==> config.mk <==
export PLATFORM = sky130hd
export DESIGN_NAME = wb_port_arbiter
export DESIGN_NICKNAME = d
export VERILOG_FILES = /design/src/rtl/wb_pkg.sv /design/src/rtl/wb_fifo.sv /design/src/rtl/wb_port_arbiter.sv
export SDC_FILE = /design/constraint.sdc
export NUM_CORES = 1
export LEC_CHECK = 0
export CORE_MARGIN = 2
export CORE_UTILIZATION = 49
export CTS_BUF_LIST = sky130_fd_sc_hd__clkbuf_8
export DETAILED_ROUTE_END_ITERATION = 12
export PLACE_DENSITY = 0.76
export SYNTH_ARGS = -nofsm -noshare
export SYNTH_HDL_FRONTEND = slang
export SYNTH_HIERARCHICAL = 1
export SYNTH_SLANG_ARGS = --single-unit
==> constraint.sdc <==
create_clock -name clk -period 3.6 [get_ports clk]
set_clock_uncertainty 0.15 [all_clocks]
set_input_delay 0.36 -clock clk [delete_from_list [all_inputs] [get_ports clk]]
set_output_delay 0.36 -clock clk [all_outputs]
set_load 0.05 [all_outputs]
==> src/rtl/wb_pkg.sv <==
// Shared types for the register-file writeback port arbiter.
// Holds the entry layout stored in the per-requester FIFOs and the grant encoding.
package wb_pkg;
    localparam int DATA_W = 32;
    localparam int ADDR_W = 4;
    localparam logic [ADDR_W-1:0] PC_ADDR = 4'd15;

    typedef struct packed {
        logic [ADDR_W-1:0] addr;
        logic [DATA_W-1:0] data;
        logic              pc;
    } wb_entry_t;

    typedef enum logic {
        GNT_A = 1'b0,
        GNT_B = 1'b1
    } grant_e;
endpackage

==> src/rtl/wb_fifo.sv <==
// Small circular FIFO of writeback entries.
// Every slot is also exposed with its own valid bit so the top can build the busy mask.
module wb_fifo
    import wb_pkg::*;
#(
    parameter int DEPTH = 2,
    localparam int PW = $clog2(DEPTH),
    localparam int CW = $clog2(DEPTH + 1)
) (
    input  logic                  clk,
    input  logic                  rst_n,
    input  logic                  push,
    input  wb_entry_t             push_ent,
    input  logic                  pop,
    output wb_entry_t             head,
    output logic                  full,
    output logic                  empty,
    output logic [DEPTH-1:0]      ent_vld,
    output wb_entry_t [DEPTH-1:0] ents
);
    wb_entry_t [DEPTH-1:0] mem_q, mem_d;
    logic [PW-1:0] wr_ptr_q, wr_ptr_d, rd_ptr_q, rd_ptr_d;
    logic [CW-1:0] count_q, count_d;
    logic          do_push, do_pop;

    assign full    = (count_q == CW'(DEPTH));
    assign empty   = (count_q == '0);
    assign head    = mem_q[rd_ptr_q];
    assign ents    = mem_q;
    // Fullness is judged on the registered count, so a same-cycle pop never frees room.
    assign do_push = push && !full;
    assign do_pop  = pop && !empty;

    always_comb begin
        mem_d    = mem_q;
        wr_ptr_d = wr_ptr_q;
        rd_ptr_d = rd_ptr_q;
        if (do_push) begin
            mem_d[wr_ptr_q] = push_ent;
            wr_ptr_d        = wr_ptr_q + PW'(1);
        end
        if (do_pop) begin
            rd_ptr_d = rd_ptr_q + PW'(1);
        end
        count_d = count_q + CW'(do_push) - CW'(do_pop);
    end

    for (genvar i = 0; i < DEPTH; i++) begin : g_vld
        logic [PW-1:0] off;
        assign off        = PW'(i) - rd_ptr_q;
        assign ent_vld[i] = (CW'(off) < count_q);
    end

    always_ff @(posedge clk or negedge rst_n) begin
        if (!rst_n) begin
            mem_q    <= '0;
            wr_ptr_q <= '0;
            rd_ptr_q <= '0;
            count_q  <= '0;
        end else begin
            mem_q    <= mem_d;
            wr_ptr_q <= wr_ptr_d;
            rd_ptr_q <= rd_ptr_d;
            count_q  <= count_d;
        end
    end
endmodule

==> src/rtl/wb_port_arbiter.sv <==
// Shares the single register-file write port between scalar WB (A) and the vector unit (B).
// Round-robin between two small FIFOs, with PC updates from A always taking priority.
module wb_port_arbiter #(
    parameter int DATA_W = 32,
    parameter int ADDR_W = 4,
    parameter int DEPTH  = 2
) (
    input  logic                 clk,
    input  logic                 rst_n,
    input  logic                 a_valid,
    input  logic [ADDR_W-1:0]    a_addr,
    input  logic [DATA_W-1:0]    a_data,
    input  logic                 a_pc,
    output logic                 a_ready,
    input  logic                 b_valid,
    input  logic [ADDR_W-1:0]    b_addr,
    input  logic [DATA_W-1:0]    b_data,
    output logic                 b_ready,
    output logic                 rf_we,
    output logic [ADDR_W-1:0]    rf_waddr,
    output logic [DATA_W-1:0]    rf_wdata,
    output logic                 pc_we,
    output logic [2**ADDR_W-1:0] busy_mask,
    output logic                 grant_b
);
    import wb_pkg::*;

    wb_entry_t             a_ent, b_ent, a_head, b_head, sel;
    wb_entry_t [DEPTH-1:0] a_ents, b_ents;
    logic [DEPTH-1:0]      a_vld, b_vld;
    logic                  a_full, a_empty, b_full, b_empty;
    logic                  gnt_a, gnt_b;
    grant_e                last_grant_q, last_grant_d;
    logic                  rdy_q, rdy_d;

    // Ready stays low through reset and comes up at the first edge after release.
    assign rdy_d   = 1'b1;
    assign a_ready = rdy_q && !a_full;
    assign b_ready = rdy_q && !b_full;

    always_comb begin
        a_ent = '{addr: a_addr, data: a_data, pc: a_pc};
        b_ent = '{addr: b_addr, data: b_data, pc: 1'b0};
    end

    wb_fifo #(.DEPTH(DEPTH)) u_fifo_a (
        .clk(clk), .rst_n(rst_n),
        .push(a_valid && a_ready), .push_ent(a_ent), .pop(gnt_a),
        .head(a_head), .full(a_full), .empty(a_empty),
        .ent_vld(a_vld), .ents(a_ents)
    );

    wb_fifo #(.DEPTH(DEPTH)) u_fifo_b (
        .clk(clk), .rst_n(rst_n),
        .push(b_valid && b_ready), .push_ent(b_ent), .pop(gnt_b),
        .head(b_head), .full(b_full), .empty(b_empty),
        .ent_vld(b_vld), .ents(b_ents)
    );

    always_comb begin
        gnt_a = !a_empty && (b_empty || a_head.pc || last_grant_q == GNT_B);
        gnt_b = !b_empty && !gnt_a;
        sel   = gnt_b ? b_head : a_head;
        rf_we = gnt_a || gnt_b;
        // Zero the fields when idle: an empty FIFO's head slot still holds stale data.
        rf_waddr = rf_we ? sel.addr : '0;
        rf_wdata = rf_we ? sel.data : '0;
        pc_we    = rf_we && sel.pc;
        grant_b  = gnt_b;
        last_grant_d = gnt_a ? GNT_A : (gnt_b ? GNT_B : last_grant_q);
    end

    always_comb begin
        busy_mask = '0;
        for (int i = 0; i < DEPTH; i++) begin
            if (a_vld[i]) busy_mask[a_ents[i].addr] = 1'b1;
            if (b_vld[i]) busy_mask[b_ents[i].addr] = 1'b1;
        end
    end

    always_ff @(posedge clk or negedge rst_n) begin
        if (!rst_n) begin
            last_grant_q <= GNT_B;
            rdy_q        <= 1'b0;
        end else begin
            last_grant_q <= last_grant_d;
            rdy_q        <= rdy_d;
        end
    end
endmodule

Yosys cells after proc, flatten, opt, wreduce, memory -nomap -nowiden
Cells that the tools add are included.
{ "word_totals": {"reg_bits": 158, "elab_cells": 110, "inputBits": 77, "out_inout_bits": 57} }
{ "op_classes": {"addsub": 12, "n_eq_ne": 2, "muxes": 27, "n_bitwise": 3, "n_reduce_logical": 28, "n_lt_le_gt_ge": 18} }
{ "op_table": {"columns": ["op", "count"], "rows": [
  ["37-bit two-way mux", 7],
  ["74-bit bitwise mux", 2],
  ["37-bit demux with 1-bit select", 2],
  ["16-bit two-way mux", 4],
  ["16-bit bitwise OR", 3],
  ["32-bit two-way mux", 1],
  ["4-bit by 5-bit < comparator with 1-bit output, second input constant", 4],
  ["1-bit logical AND", 17],
  ["1-bit demux with 4-bit select", 4],
  ["4-bit by 1-bit >= comparator with 1-bit output, second input constant", 4],
  ["1-bit by 2-bit < comparator with 1-bit output", 4],
  ["1-bit by 2-bit < comparator with 1-bit output, second input constant", 4],
  ["1-bit two-way mux", 6],
  ["1-bit logical NOT", 5],
  ["1-bit adder, second input constant", 4],
  ["2-bit by 1-bit adder with 2-bit output", 2],
  ["2-bit equality test, second input constant", 2],
  ["2-bit logical NOT", 2],
  ["4-bit two-way mux", 1],
  ["1-bit subtractor, first input constant", 4],
  ["2-bit by 1-bit subtractor with 2-bit output", 2],
  ["1-bit logical OR", 3],
  ["1-bit >= comparator, second input constant", 2],
  ["2-bit nonzero test", 1]
]} }

Logic depth before layout (Yosys ltp)
Gate-level depths: netlist (run 1).
{ "logic_depth": {"depth_word": 11, "ltp_mapped": 13, "mapped_depth_nobuf": 10} }

By module
The synthesis (run 1) kept the hierarchy.
{ "by_module_without_submodules": {"columns": ["module", "seq_area_each_um2", "area_per_inst_um2", "instances", "cells_per_inst"], "rows": [
  ["wb_fifo", 1951.9, 3609.7, 2, 218],
  ["wb_port_arbiter", 51.3, 1383.8, 1, 169]
]} }

Worst setup path after synthesis (run 1)
Ideal clock, no wire load.
{ "synth_path": {"kind": "register -> register", "start": "reg u_fifo_a.rd_ptr_q", "end": "reg u_fifo_b.count_q[1]", "stages_incl_launch_ff": 14, "synth_period_minus_slack_ns": 3.344, "setup_time_ns": 0.080, "path_slack_ns": 0.256, "path_buffers": 3, "t_arrival_ns": 3.114, "required_time_ns": 3.370, "cell_sequence": "dfrtp_1 > buf_2 > buf_2 > mux2_2 > inv_1 > a31oi_4 > buf_4 > nor2_1 > nor2b_1 > ha_1 > inv_1 > ha_1 > xnor2_1 > xnor2_1"} }
{ "synth_rtl": {"columns": ["element", "line", "source"], "rows": [
  ["start, declared", "wb_fifo.sv:22", "logic [PW-1:0] wr_ptr_q, wr_ptr_d, rd_ptr_q, rd_ptr_d;"],
  ["start signal, assigned", "wb_fifo.sv:63", "rd_ptr_q <= rd_ptr_d;"],
  ["end signal, assigned", "wb_fifo.sv:64", "count_q <= count_d;"],
  ["end, declared", "wb_fifo.sv:23", "logic [CW-1:0] count_q, count_d;"]
]} }

==> results.yml, run 1 <==
finish:
  layout.nets: 820
  n_antenna_cell: 0
  syn_to_final_growth_pct: 20.5
  drive_gt1_frac: 0.484
logic_synthesis:
  synth_area_um2: 8600
  synth_warnings: 6
  async_reset_ff_frac: 1.00
  synth_top_area_frac: 0.457
  synth_most_common_cell: "mux2_2"
  seq_area_frac_synth: 0.460
  syn_area_per_cell_um2: 14.2
  synth_seq_cells: 158
  synthTopCellsByArea: "dfrtp_1, mux2_2, mux2_4"
  synth_top_cells_by_count: "mux2_2, dfrtp_1, mux2_4"
  postSynthCellCount: 605
  synth_edf_count: 0
  synth_largest_area_cell: "dfrtp_1"
  synthFlopType: "dfrtp_1"
  synth.distinct_cells: 44
sta:
  fin_crit_ns: 3.21
  rsz0062_at_grt: "no"
  min_period_over_period: 0.891
  worst_pin_slew_ns: 0.848
  final_hold_viol_count: 0
  setup_viol: 0
  final_max_slew_viol_count: 0
  tns_ns: 0
  fmax_mhz: 312
  max_slew_margin: 0.435
setup_path:
  slowest_delay_ns: 0.77
  worstPathMaxFanout: 33
  path_cells: "buf_4, mux2_2, o211ai_1, o21ai_0, clkdlybuf4s50_1"
  critPathKind: "reg -> out"
  critical_path.top_delay_family: "buffers and inverters"
  end_kind: "primary output"
  r2r-start: "u_fifo_b/count_q[1]"
  cp.required_ns: 3.09
  crit_start: "u_fifo_b/rd_ptr_q"
  cp.buffers_inverters: 2
  cp-start-kind: "register"
  arrival_ns: 2.70
  critPathSlowestCell: "clkdlybuf4s50_1"
floorplan:
  initial_core_util: 0.499
  num_io_pins: 134
  fp.coreArea_um2: 17200
  die_h_um: 137
  die_x_um: 137
  fp-row-count: 48
  die_area_um2: 18600
hold_path:
  hp-start: "u_fifo_b/ents[6]"
  holdCritPathClass: "reg -> reg"
route:
  firstDrtPassIters: 4
  viasPerCell: 5.43
  drc: 0
  final_antenna_net_count: 0
  finalWirelength_um: 19700
  wl_per_cell_um: 20.1
  via_count: 5305
  drtIter0Drc: 320
clock_network:
  postCtsSetupBuffers: 0
  cts_buffer_depth: 2
  clk_latency_ns: 0.44
  root_buffer: "clkbuf_8"
  cts.htree.levels: 4
  cts-buffers-inserted: 17
  ctsResizeCount: 0
  clk_pin_slew_ns: 0.09
  cts_hold_buf: 1
  clock_sinks: 158
  cts_tree: "built"
global_routing:
  grt_overflow: 0
  antenna_found_initial: 0
  grt_max_degree: 91
  grtUsageTotal: 0.225
  grt_pass1_wl_um: 32300
  grt_pass1_vias: 5854
placement:
  port_buffers: 133
  place_congestion: 0.961
  hpwl_um: 13700
job:
  maxCapViolCount: 0
run_status:
  outcome: "completed"
routing by layer:
layer | vias to the layer above | part of all wire | global-route usage
met3 | 19 | 0.045 | 0.0367
met5 | - | 0 | 0
met1 | 2705 | 0.45 | 0.299
met4 | 0 | 0.013 | 0.0671
li1 | 2447 | - | -
met2 | 134 | 0.49 | 0.379
stage by stage:
stage / setup WS, ns / instances / hold WS (ns) / area [um2] / utilization
after floorplan: 0.256 / 606 / -0.0856 / 8610 / -
after global placement: 0.886 / 944 / 0.322 / 9960 / 0.578
after detailed placement: 0.857 / 944 / 0.340 / 9960 / 0.578
after CTS: 0.344 / 977 / 0.360 / 10400 / 0.601
after global routing: 0.285 / 977 / 0.371 / 10400 / 0.601
final: 0.394 / 977 / 0.357 / 10400 / 0.601
flip-flops by register name, indices dropped and copies added, names as in the netlist:
signal             cells
u_fifo_a/ents         74
u_fifo_b/ents         74
u_fifo_a/count_q       2
u_fifo_b/count_q       2
last_grant_q           1
rdy_q                  1
u_fifo_a/rd_ptr_q      1
u_fifo_a/wr_ptr_q      1
u_fifo_b/rd_ptr_q      1
u_fifo_b/wr_ptr_q      1
kinds of logic after synthesis:
kind of cell             synth area share
AND/OR/NAND/NOR                    0.0673
XOR/XNOR                          0.00814
multiplexers                        0.368
flip-flops                          0.460
adder cells (fa/ha/maj)           0.00582
AO/OA/AOI/OAI                      0.0396
buffers and inverters              0.0503
other                            0.000873
area by class of cell:
class	count	area [um2]
fill	1343	6870
inverter	13	48.8
clock inverter	15	160
multi-input combinational	403	4240
tap	225	282
timing repair buffer	146	1440
clock buffer	17	234
sequential	158	3960
final timing paths:
check	end	slack, ns	cells past startpoint
max	pc_we	0.39	5
min	u_fifo_b/ents[6]	0.36	1
max reg2reg	u_fifo_a/count_q[1]	0.91	10
min reg2reg	u_fifo_b/ents[6]	0.36	1
max in group asynchronous	u_fifo_b/ents[49]	1.98	3
min in group asynchronous	u_fifo_a/ents[12]	0.39	2
cells in the final DEF, fill, tap and decap left out, types with 5 or more instances in the layout:
master           Yosys  final
buf_4                2     44
o221ai_1            10     10
and2b_1              5      5
nand2_1              7      7
mux2_4              70     70
nor2b_1             39     39
clkinvlp_4           0      5
buf_12              13      9
xnor2_1              8      8
clkdlybuf4s50_1      0     91
o22ai_1              5      5
dfrtp_1            157    155
mux2_2             188    188
clkbuf_8             0     17
inv_1               12     12
a22oi_1              6      6
nor2_1               7      6
Power of run 1 is not shown: default switching activity piles up to over one toggle a cycle in this logic, so the estimate is an artifact.
==> run 2: changes to the inputs <==
Settings changed: PLACE_DENSITY 0.76 to not set, PLACE_DENSITY_LB_ADDON set to 0.3.
==> results.yml, run 2 (synthesized netlist as in run 1, its figures left out) <==
setup_path:
  worstPathMaxFanout: 33
  slowest_delay_ns: 0.75
  end_kind: "primary output"
  critPathSlowestCell: "clkdlybuf4s50_1"
  cp-start-kind: "register"
  critical_path.top_delay_family: "buffers and inverters"
  arrival_ns: 2.68
  path_cells: "buf_4, mux2_2, o211ai_1, o21ai_0, clkdlybuf4s50_1"
  cp.required_ns: 3.09
  critPathKind: "reg -> out"
  cp.buffers_inverters: 2
clock_network:
  clock_sinks: 158
  cts-buffers-inserted: 17
  cts.htree.levels: 4
  root_buffer: "clkbuf_8"
  clk_pin_slew_ns: 0.08
  ctsResizeCount: 0
  cts_tree: "built"
  clk_latency_ns: 0.45
  cts_hold_buf: 1
  cts_buffer_depth: 2
  postCtsSetupBuffers: 0
global_routing:
  grt_pass1_wl_um: 31300
  grt_pass1_vias: 5746
  grtUsageTotal: 0.220
  antenna_found_initial: 0
  grt_overflow: 0
  grt_max_degree: 80
sta:
  final_hold_viol_count: 0
  setup_viol: 0
  final_max_slew_viol_count: 0
  min_period_over_period: 0.887
  fmax_mhz: 313
  fin_crit_ns: 3.19
  worst_pin_slew_ns: 0.783
  tns_ns: 0
  rsz0062_at_grt: "no"
  max_slew_margin: 0.478
placement:
  hpwl_um: 13700
  place_congestion: 0.913
  port_buffers: 133
floorplan:
  die_area_um2: 18600
  fp.coreArea_um2: 17200
  fp-row-count: 48
  initial_core_util: 0.499
  num_io_pins: 134
  die_x_um: 137
  die_h_um: 137
finish:
  post-route-util: 0.601
  final_common_cell: "mux2_2"
  layout.nets: 819
  n_antenna_cell: 0
  drive_gt1_frac: 0.480
  syn_to_final_growth_pct: 20.5
  nFillCells: 1347
  final_cell_mix: "mux2_2, dfrtp_1, clkdlybuf4s50_1"
route:
  via_count: 5326
  viasPerCell: 5.46
  drtIter0Drc: 332
  firstDrtPassIters: 5
  wl_per_cell_um: 20.1
  finalWirelength_um: 19600
  drc: 0
  final_antenna_net_count: 0
hold_path:
  holdCritPathClass: "in -> async"
run_status:
  outcome: "completed"
job:
  maxCapViolCount: 0
## run 2: changes by cell type in the layout (fill, tap and decap cells not counted)
cell | previous run | this run
clkinv_2 | 2 | 1
clkinv_4 | 2 | 0
clkbuf_8 | 17 | 25
bufinv_16 | 2 | 1
buf_4 | 44 | 43
inv_6 | 4 | 0
inv_1 | 12 | 14
clkinvlp_4 | 5 | 2
## run 2: metrics by stage
| step | hold WS [ns] | cell area (um2) | worst slack (ns) | instances |
|---|---|---|---|---|
| finish | 0.352 | 10400 | 0.406 | 975 |
| global route | 0.370 | 10400 | 0.273 | 975 |
| CTS | 0.359 | 10400 | 0.368 | 975 |
| detailed placement | 0.291 | 9950 | 0.877 | 943 |
| global placement | 0.284 | 9950 | 0.891 | 943 |
| floorplan | -0.0856 | 8610 | 0.256 | 606 |
## run 2: cell type report
cell class | count | area [um2] | area share
clock buffers | 25 | 344 | 0.0332
clock inverters | 6 | 57.6 | 0.00555
inverters | 13 | 48.8 | 0.00471
multi-input cells | 403 | 4240 | 0.409
flip-flops and latches | 158 | 3960 | 0.382
well taps | 225 | 282 | 0.0272
repair buffers | 145 | 1440 | 0.138
## run 2: per-layer routing
layer | share of wire | global-route usage | up-vias | wire, um
li1 | - | - | 2443 | -
met5 | 0 | 0 | - | 0
met2 | 0.48 | 0.350 | 138 | 9440
met3 | 0.034 | 0.0322 | 27 | 665
met1 | 0.47 | 0.308 | 2718 | 9110
met4 | 0.019 | 0.0781 | 0 | 367
## run 2: final timing paths
path | to | depth (start not counted) | from | slack (ns)
max | pc_we | 5 | u_fifo_b/rd_ptr_q | 0.41
min | u_fifo_a/ents[56] | 2 | rst_n | 0.35
max reg2reg | u_fifo_a/count_q[1] | 10 | u_fifo_a/rd_ptr_q | 0.92
min reg2reg | u_fifo_b/ents[50] | 1 | u_fifo_b/ents[50] | 0.35
max in group asynchronous | u_fifo_a/ents[24] | 3 | rst_n | 2.02
min in group clk | u_fifo_b/ents[50] | 1 | u_fifo_b/ents[50] | 0.35
Power of run 2 is left out for the same reason.
